`config.mk`:
```
export PLATFORM = sky130hd
export DESIGN_NAME = mem_bus_ctrl
export DESIGN_NICKNAME = d
export VERILOG_FILES = /design/src/rtl/mem_bus_ctrl_pkg.sv /design/src/rtl/mem_bus_ctrl_tag_table.sv /design/src/rtl/mem_bus_ctrl.sv
export SDC_FILE = /design/constraint.sdc
export NUM_CORES = 1
export LEC_CHECK = 0
export BUFFER_PORTS_ARGS = -buffer_cell sky130_fd_sc_hd__buf_2
export CORE_AREA = 3 3 187 189
export DETAILED_ROUTE_END_ITERATION = 16
export DIE_AREA = 0 0 190 192
export PLACE_DENSITY = 0.77
export SYNTH_ARGS = -nofsm -noshare
export SYNTH_HDL_FRONTEND = slang
export SYNTH_HIERARCHICAL = 1
export SYNTH_SLANG_ARGS = --single-unit
export TNS_END_PERCENT = 30
```
`constraint.sdc`:
```
create_clock -name clock -period 6.6 [get_ports clock]
set_input_delay 0 -clock clock [delete_from_list [all_inputs] [get_ports clock]]
set_output_delay 0 -clock clock [all_outputs]
set_load 0.05 [all_outputs]
```
`src/rtl/mem_bus_ctrl_pkg.sv`:
```
// rtl/mem_bus_ctrl_pkg.sv - shared bus types, tag-table entry and helpers for mem_bus_ctrl
package mem_bus_ctrl_pkg;

  localparam int XLEN     = 32;
  localparam int TAG_W    = 4;
  localparam int TAG_ID_W = 4;

  typedef enum logic [1:0] {
    BUS_NONE  = 2'd0,
    BUS_LOAD  = 2'd1,
    BUS_STORE = 2'd2
  } bus_command_e;

  typedef enum logic [1:0] {
    SIZE_BYTE   = 2'd0,
    SIZE_HALF   = 2'd1,
    SIZE_WORD   = 2'd2,
    SIZE_DOUBLE = 2'd3
  } mem_size_e;

  typedef enum logic {
    CLIENT_DC = 1'b0,
    CLIENT_IC = 1'b1
  } client_e;

  // Client IDs wider than TAG_ID_W are not carried through the table.
  typedef struct packed {
    logic                valid;
    client_e             client;
    logic [TAG_ID_W-1:0] id;
  } tag_entry_t;

  function automatic logic [3:0] count_valid(input logic [15:1] v);
    logic [3:0] n;
    n = '0;
    for (int i = 1; i <= 15; i++) n = n + 4'(v[i]);
    return n;
  endfunction

endpackage

```
`src/rtl/mem_bus_ctrl_tag_table.sv`:
```
// rtl/mem_bus_ctrl_tag_table.sv - 15-entry in-flight load table, one write port, one read-and-clear port
module mem_tag_table
  import mem_bus_ctrl_pkg::*;
(
  input  logic             i_clock,
  input  logic             i_reset,
  input  logic             i_wr_en,
  input  logic [TAG_W-1:0] i_wr_tag,
  input  tag_entry_t       i_wr_entry,
  input  logic [TAG_W-1:0] i_rd_tag,
  output tag_entry_t       o_rd_entry,
  output logic [15:1]      o_valid
);

  tag_entry_t r_tbl [1:15];

  // The write follows the clear so a same-tag accept overrides the retiring entry.
  always_ff @(posedge i_clock or posedge i_reset) begin
    if (i_reset) begin
      for (int i = 1; i <= 15; i++) r_tbl[i] <= '0;
    end else begin
      if (i_rd_tag != '0) r_tbl[i_rd_tag].valid <= 1'b0;
      if (i_wr_en && (i_wr_tag != '0)) r_tbl[i_wr_tag] <= i_wr_entry;
    end
  end

  assign o_rd_entry = (i_rd_tag != '0) ? r_tbl[i_rd_tag] : '0;

  always_comb begin
    o_valid = '0;
    for (int i = 1; i <= 15; i++) o_valid[i] = r_tbl[i].valid;
  end

endmodule

```
`src/rtl/mem_bus_ctrl.sv`:
```
// rtl/mem_bus_ctrl.sv - tagged memory bus initiator for dcache/icache; MEM_BUS_RR_ARB_EN selects round-robin grant
module mem_bus_ctrl
  import mem_bus_ctrl_pkg::*;
#(
  parameter int ID_W = 4
) (
  input  logic             clock,
  input  logic             reset,
  input  logic             dc_req_valid,
  input  bus_command_e     dc_req_cmd,
  input  logic [XLEN-1:0]  dc_req_addr,
  input  logic [63:0]      dc_req_data,
  input  mem_size_e        dc_req_size,
  input  logic [ID_W-1:0]  dc_req_id,
  output logic             dc_req_ready,
  input  logic             ic_req_valid,
  input  logic [XLEN-1:0]  ic_req_addr,
  input  logic [ID_W-1:0]  ic_req_id,
  output logic             ic_req_ready,
  output logic             dc_resp_valid,
  output logic [63:0]      dc_resp_data,
  output logic [ID_W-1:0]  dc_resp_id,
  output logic             ic_resp_valid,
  output logic [63:0]      ic_resp_data,
  output logic [ID_W-1:0]  ic_resp_id,
  output bus_command_e     proc2mem_command,
  output logic [XLEN-1:0]  proc2mem_addr,
  output logic [63:0]      proc2mem_data,
  output mem_size_e        proc2mem_size,
  input  logic [TAG_W-1:0] mem2proc_response,
  input  logic [63:0]      mem2proc_data,
  input  logic [TAG_W-1:0] mem2proc_tag,
  output logic [3:0]       outstanding,
  output logic             tag_err
);

  logic            r_ir_valid;
  client_e         r_ir_client;
  bus_command_e    r_ir_cmd;
  logic [XLEN-1:0] r_ir_addr;
  logic [63:0]     r_ir_data;
  mem_size_e       r_ir_size;
  logic [ID_W-1:0] r_ir_id;

  logic            r_dc_resp_valid, r_ic_resp_valid, r_tag_err;
  logic [63:0]     r_dc_resp_data, r_ic_resp_data;
  logic [ID_W-1:0] r_dc_resp_id, r_ic_resp_id;

  logic       w_accept, w_free, w_prefer_dc, w_gnt_dc, w_gnt_ic, w_hit;
  tag_entry_t w_wr_entry, w_rd_entry;
  logic [15:1] w_valid;

  assign w_accept = r_ir_valid && (mem2proc_response != '0);
  assign w_free   = !r_ir_valid || w_accept;

`ifdef MEM_BUS_RR_ARB_EN
  // Remembers the winner of the last two-way conflict; the other client wins the next one.
  client_e r_last_gnt;
  always_ff @(posedge clock or posedge reset) begin
    if (reset) r_last_gnt <= CLIENT_IC;
    else if (dc_req_valid && ic_req_valid && w_free)
      r_last_gnt <= w_gnt_ic ? CLIENT_IC : CLIENT_DC;
  end
  assign w_prefer_dc = (r_last_gnt == CLIENT_IC);
`else
  assign w_prefer_dc = 1'b1;
`endif

  assign w_gnt_dc     = dc_req_valid && (!ic_req_valid || w_prefer_dc);
  assign w_gnt_ic     = ic_req_valid && (!dc_req_valid || !w_prefer_dc);
  assign dc_req_ready = w_free && w_gnt_dc;
  assign ic_req_ready = w_free && w_gnt_ic;

  always_ff @(posedge clock or posedge reset) begin
    if (reset) begin
      r_ir_valid  <= 1'b0;
      r_ir_client <= CLIENT_DC;
      r_ir_cmd    <= BUS_NONE;
      r_ir_addr   <= '0;
      r_ir_data   <= '0;
      r_ir_size   <= SIZE_BYTE;
      r_ir_id     <= '0;
    end else if (dc_req_ready) begin
      r_ir_valid  <= 1'b1;
      r_ir_client <= CLIENT_DC;
      r_ir_cmd    <= dc_req_cmd;
      r_ir_addr   <= dc_req_addr;
      r_ir_data   <= dc_req_data;
      r_ir_size   <= dc_req_size;
      r_ir_id     <= dc_req_id;
    end else if (ic_req_ready) begin
      r_ir_valid  <= 1'b1;
      r_ir_client <= CLIENT_IC;
      r_ir_cmd    <= BUS_LOAD;
      r_ir_addr   <= ic_req_addr;
      r_ir_data   <= '0;
      r_ir_size   <= SIZE_DOUBLE;
      r_ir_id     <= ic_req_id;
    end else if (w_accept) begin
      r_ir_valid  <= 1'b0;
    end
  end

  always_comb begin
    w_wr_entry        = '0;
    w_wr_entry.valid  = 1'b1;
    w_wr_entry.client = r_ir_client;
    w_wr_entry.id     = TAG_ID_W'(r_ir_id);
  end

  mem_tag_table u_tag_table (
    .i_clock    (clock),
    .i_reset    (reset),
    .i_wr_en    (w_accept && (r_ir_cmd == BUS_LOAD)),
    .i_wr_tag   (mem2proc_response),
    .i_wr_entry (w_wr_entry),
    .i_rd_tag   (mem2proc_tag),
    .o_rd_entry (w_rd_entry),
    .o_valid    (w_valid)
  );

  assign w_hit = (mem2proc_tag != '0) && w_rd_entry.valid;

  always_ff @(posedge clock or posedge reset) begin
    if (reset) begin
      r_dc_resp_valid <= 1'b0;
      r_ic_resp_valid <= 1'b0;
      r_dc_resp_data  <= '0;
      r_ic_resp_data  <= '0;
      r_dc_resp_id    <= '0;
      r_ic_resp_id    <= '0;
      r_tag_err       <= 1'b0;
    end else begin
      r_dc_resp_valid <= w_hit && (w_rd_entry.client == CLIENT_DC);
      r_ic_resp_valid <= w_hit && (w_rd_entry.client == CLIENT_IC);
      if (w_hit && (w_rd_entry.client == CLIENT_DC)) begin
        r_dc_resp_data <= mem2proc_data;
        r_dc_resp_id   <= ID_W'(w_rd_entry.id);
      end
      if (w_hit && (w_rd_entry.client == CLIENT_IC)) begin
        r_ic_resp_data <= mem2proc_data;
        r_ic_resp_id   <= ID_W'(w_rd_entry.id);
      end
      if ((mem2proc_tag != '0) && !w_rd_entry.valid) r_tag_err <= 1'b1;
    end
  end

  assign proc2mem_command = r_ir_valid ? r_ir_cmd : BUS_NONE;
  assign proc2mem_addr    = r_ir_addr;
  assign proc2mem_data    = r_ir_data;
  assign proc2mem_size    = r_ir_size;
  assign dc_resp_valid    = r_dc_resp_valid;
  assign dc_resp_data     = r_dc_resp_data;
  assign dc_resp_id       = r_dc_resp_id;
  assign ic_resp_valid    = r_ic_resp_valid;
  assign ic_resp_data     = r_ic_resp_data;
  assign ic_resp_id       = r_ic_resp_id;
  assign outstanding      = count_valid(w_valid);
  assign tag_err          = r_tag_err;

endmodule

```
# Yosys cells after proc, flatten, opt, wreduce, memory -nomap -nowiden
# Index checks and enable logic that the tools add are counted.
# word_totals
output_inout_bits	245
reg_bits	335
elab_cells	129
input_bits	216
# op_classes
add_sub_neg	14
n_bitwise	3
n_mux	28
reduce_logical	20
n_eq_ne	1
order_cmp	4
# ops
operator	count
90-bit bitwise mux	2
90-bit two-way mux	2
64-bit two-way mux	2
32-bit two-way mux	2
6-bit demux with 4-bit select	2
4-bit by 1-bit adder with 4-bit output	11
6-bit two-way mux	5
6-bit binary-select mux with 4-bit select	1
1-bit logical AND	12
5-bit greater-or-equal comparator (second input constant)	2
5-bit by 1-bit < comparator with 1-bit output (second input constant)	2
2-bit two-way mux	5
4-bit inverter with 5-bit output	2
4-bit two-way mux	2
4-bit nonzero test	2
1-bit two-way mux	5
3-bit by 1-bit adder with 4-bit output	1
2-bit by 1-bit adder with 3-bit output	1
1-bit logical NOT	3
3-bit nonzero test	1
1-bit by 1-bit adder with 2-bit output	1
2-bit by 1-bit equality test with 1-bit output (second input constant)	1
2-bit nonzero test	1
1-bit logical OR	1
1-bit inverter	1

# Longest topological paths before layout
# depth
depth_word	14
depth_mapped	11
mapped_depth_nobuf	10

# By module
# Netlist, hierarchy kept.
# by_module_without_submodules
mod	area_per_inst_um2	n_inst	cells_per_inst	seq_area_each_um2
mem_bus_ctrl	10566.4	1	790	6130.9
mem_tag_table	4411.7	1	333	2252.2

# Worst setup path before layout
# No wires, ideal clock.
# synth_path
path_kind	reg2out
start	register u_tag_table.r_tbl, in the netlist u_tag_table/o_valid[6]
end	output outstanding[2]
t_arrival_ps	4090
t_required_ps	6600
n_path_buf	1
path_slack_ps	2510
stages_incl_launch_ff	10
path_cell_list	dfrtp_1 buf_4 fa_1 inv_1 fa_1 fa_1 fa_1 fa_1 fa_1 xnor2_1
# synth_between
elab_chain_cells	10
# synth_rtl
item	line	rtl
from (decl)	mem_bus_ctrl_tag_table.sv:15	tag_entry_t r_tbl [1:15];
from (signal, indexed assignment)	mem_bus_ctrl_tag_table.sv:23	if (i_wr_en && (i_wr_tag != '0)) r_tbl[i_wr_tag] <= i_wr_entry;
4-bit by 1-bit adder with 4-bit output (10 in a row)	mem_bus_ctrl_pkg.sv:36	for (int i = 1; i <= 15; i++) n = n + 4'(v[i]);
to (decl)	mem_bus_ctrl.sv:33	output logic [3:0] outstanding,
# Every way passes these cells.

# Worst setup path in the final report
# Ends and elaborated chain as after synthesis.

==> metrics.txt <==
syn_area_per_cell=between 10 and 15 sq um; cts bufs inserted=37; Vias/cell=5.64; kind of critical path=reg2out; final worst setup slack=2.39 ns; Starting Density=between 40% and 50%; asr flop ratio synth=100%; Fill cells=~2.4k; Pleak=about 9.6 nW; DRC Markers=0; share of layout cells above drive strength 1=between 40% and 50%; port bufs=460; Seq/Total Area, Yosys=approximately 56%; Worst Setup Slack post-DPL=around 2.9 ns; top-area cell type share of the netlist area=a little under three fifths; global-route wire length before repair=roughly 76 mm; Worst-Margin Slew=around 1.1 ns; hold crit path type=in2reg; All-Layer GR Usage=26.4%; status=finished, final reports clean; root buffer cell=clkbuf_16; Routed WL=~50 mm; Num Clock Sinks=around 340; initial antenna violation count=1; Final Non-Filler Cells=approximately 2.2k; Layout Skew=about 0.024 ns; Via Count=12.5k; DR pass1 iterations=6; Core ar.=33400 sq um; largest net degree at the start of global routing=about 170; crit path capture type=output port; VDD IR max=between 0.3 and 0.4 mV; CP arrival=between 4 and 5 ns; Area Overhead vs Synth=38.7%; Placer Congestion=about 0.84; setup violators final=0; fin. max-slew vios=0; cell total after placement=approximately 1.9k; Ports=461; Fin. Hold Viols=0; synthesized cell area=15000 sq um; RSZ-0062 raised after global routing=no; fin crit share=63.7%; Yosys top cell by area=dfrtp_1; Die ar.=approximately 36000 sq um; Site Rows=67; library cells used by synthesis=50; power per cell area=slightly below 400 nW/um^2; combined area of the multi-input logic cells=6020 sq um; Slew headroom=26.3%; clock-pin slew on the worst setup and hold paths=around 0.06 ns; Synth Instances=~1.1k; H-tree depth=2; dpl hpwl=30.4 mm; Final min period=around 4.2 ns; Setup crit start kind=register; worst path required time=approximately 6.6 ns; Post-CTS Setup Repair Bufs=0; vias in the first global route=about 13k; Ys Warns=6; Max Root-Sink Buffers=3; Worst-Skew Late Latency=between 0.5 and 0.6 ns; Post-synth top flop=dfrtp_1; Initial DRC Count=approximately 900; top post-synthesis cells by area=dfrtp_1 (56%), mux2_2 (15%), a22o_1 (3.8%); EDFF count, synth=0; Finished Core Util=about 62%; Die X=190 um; Final ANT Viol Nets=0; height of the die=192 um; Max FO, Critical Path=3; Setup TNS=0 ns; register area=approximately 8400 sq um; Congestion Overflow GR=0; wire length per cell=roughly 22 um; Max-Cap Viols=0; Fmax=roughly 240 MHz; CTS tree=done; nets=slightly below 2k; #FFs+latches synth=between 300 and 400
## flip-flops by register name (all words and copies together), names as in the netlist, 4 cells and up
signal / count
proc2mem_addr: 32
ic_resp_data: 64
u_tag_table/r_tbl: 75
dc_resp_id: 4
proc2mem_data: 64
u_tag_table/o_valid: 15
ic_resp_id: 4
r_ir_id: 4
dc_resp_data: 64
## power by group
| part | total, mW | switching, mW | leakage [nW] | internal, mW |
|---|---|---|---|---|
| clock network | 2.07 | 0.858 | 0.598 | 1.21 |
| logic | 3.15 | 2.17 | 4.92 | 0.979 |
| registers | 2.90 | 0.316 | 4.05 | 2.59 |
## cell usage in the layout (no fill, tap or decap), types with 36 or more instances in the layout
| cell type | instances |
|---|---|
| buf_2 | 460 |
| dlygate4sd3_1 | 206 |
| nor2_1 | 43 |
| clkbuf_16 | 37 |
| dfrtp_1 | 335 |
| or3_1 | 74 |
| nor3b_1 | 37 |
| o21bai_1 | 36 |
| o2111a_1 | 36 |
| a22o_1 | 65 |
| mux2_2 | 205 |
## through the flow
step                hold WS (ns)  total power [mW]  instance area (sq um)
floorplan                  0.135              5.12                  15000
global placement           0.194              5.81                  17500
detailed placement         0.195              5.90                  17500
CTS                      0.00947              8.10                  20800
global route              0.0733              8.45                  20800
finish                    0.0399              8.12                  20800
## synth_stat cells, types with 3 or more instances
cell type  number
dfrtp_1       335
mux2_2        205
or3_1          74
a22o_1         65
clkbuf_1       48
nor2_1         43
nor3b_1        38
o2111a_1       36
o21bai_1       36
o21ai_0        29
buf_2          28
inv_1          28
buf_4          18
mux4_2         15
nand2_1        14
a21oi_1        11
fa_1           10
mux2i_1         9
nand2b_1        9
mux2_1          7
nor2b_1         6
mux2_4          5
nor3_2          5
o211ai_1        5
a221o_1         4
a22oi_1         3
and2_1          3
buf_6           3
o22a_1          3
o22ai_1         3
## cell type report
cell class | count | area share [%]
inverters | 29 | 0.548
repair buffers | 680 | 21.6
clock buffers | 53 | 5.13
flip-flops and latches | 335 | 40.4
diodes | 1 | 0.0120
well taps | 448 | 2.70
clock inverters | 12 | 0.675
multi-input cells | 661 | 29.0
## final timing paths
kind | startpoint | endpoint | slack [ns] | cells after the start
max | u_tag_table/o_valid[6] | outstanding[2] | 2.39 | 9
min reg2reg | dc_resp_data[6] | dc_resp_data[6] | 0.49 | 1
max in group asynchronous | reset | ic_resp_data[59] | 5.12 | 4
max reg2reg | r_ir_cmd[0] | u_tag_table/r_tbl[88] | 3.78 | 5
min in group asynchronous | reset | ic_resp_data[10] | 0.18 | 3
min | mem2proc_response[0] | u_tag_table/o_valid[8] | 0.04 | 4
## what timing repair did
action | CTS | global route
setup endpoints to repair | 0 | 0
hold endpoints to repair | 351 | 0
hold buffers | 206 | 0
gates resized for setup | 0 | 0
## cells by family after synthesis
kind of cell | after synthesis | synth area share [%]
XOR/XNOR | 1 | 0.0585
AO/OA/AOI/OAI | 199 | 10.8
adder cells (fa/ha/maj) | 12 | 1.50
AND/OR/NAND/NOR | 206 | 8.25
multiplexers | 241 | 19.3
other | 1 | 0.0250
flip-flops | 335 | 56.0
buffers and inverters | 128 | 4.05
## routing by layer
| layer | global-route usage, % | vias to the layer above | share of wire (%) |
|---|---|---|---|
| li1 | - | 5338 | - |
| met1 | 31.4 | 6231 | 36 |
| met2 | 44.3 | 743 | 49 |
| met3 | 6.24 | 199 | 8.2 |
| met4 | 14.6 | 0 | 6.2 |
| met5 | 0 | - | 0 |
## critical path: stages, from the launching register on
cell     delay, ns
dfrtp_1       0.41
fa_1          0.55
inv_1         0.05
fa_1          0.46
fa_1          0.54
fa_1          0.43
fa_1          0.42
fa_1          0.39
xnor2_1       0.16
buf_2         0.28
Note: power is estimated with default switching activity, not from simulation.
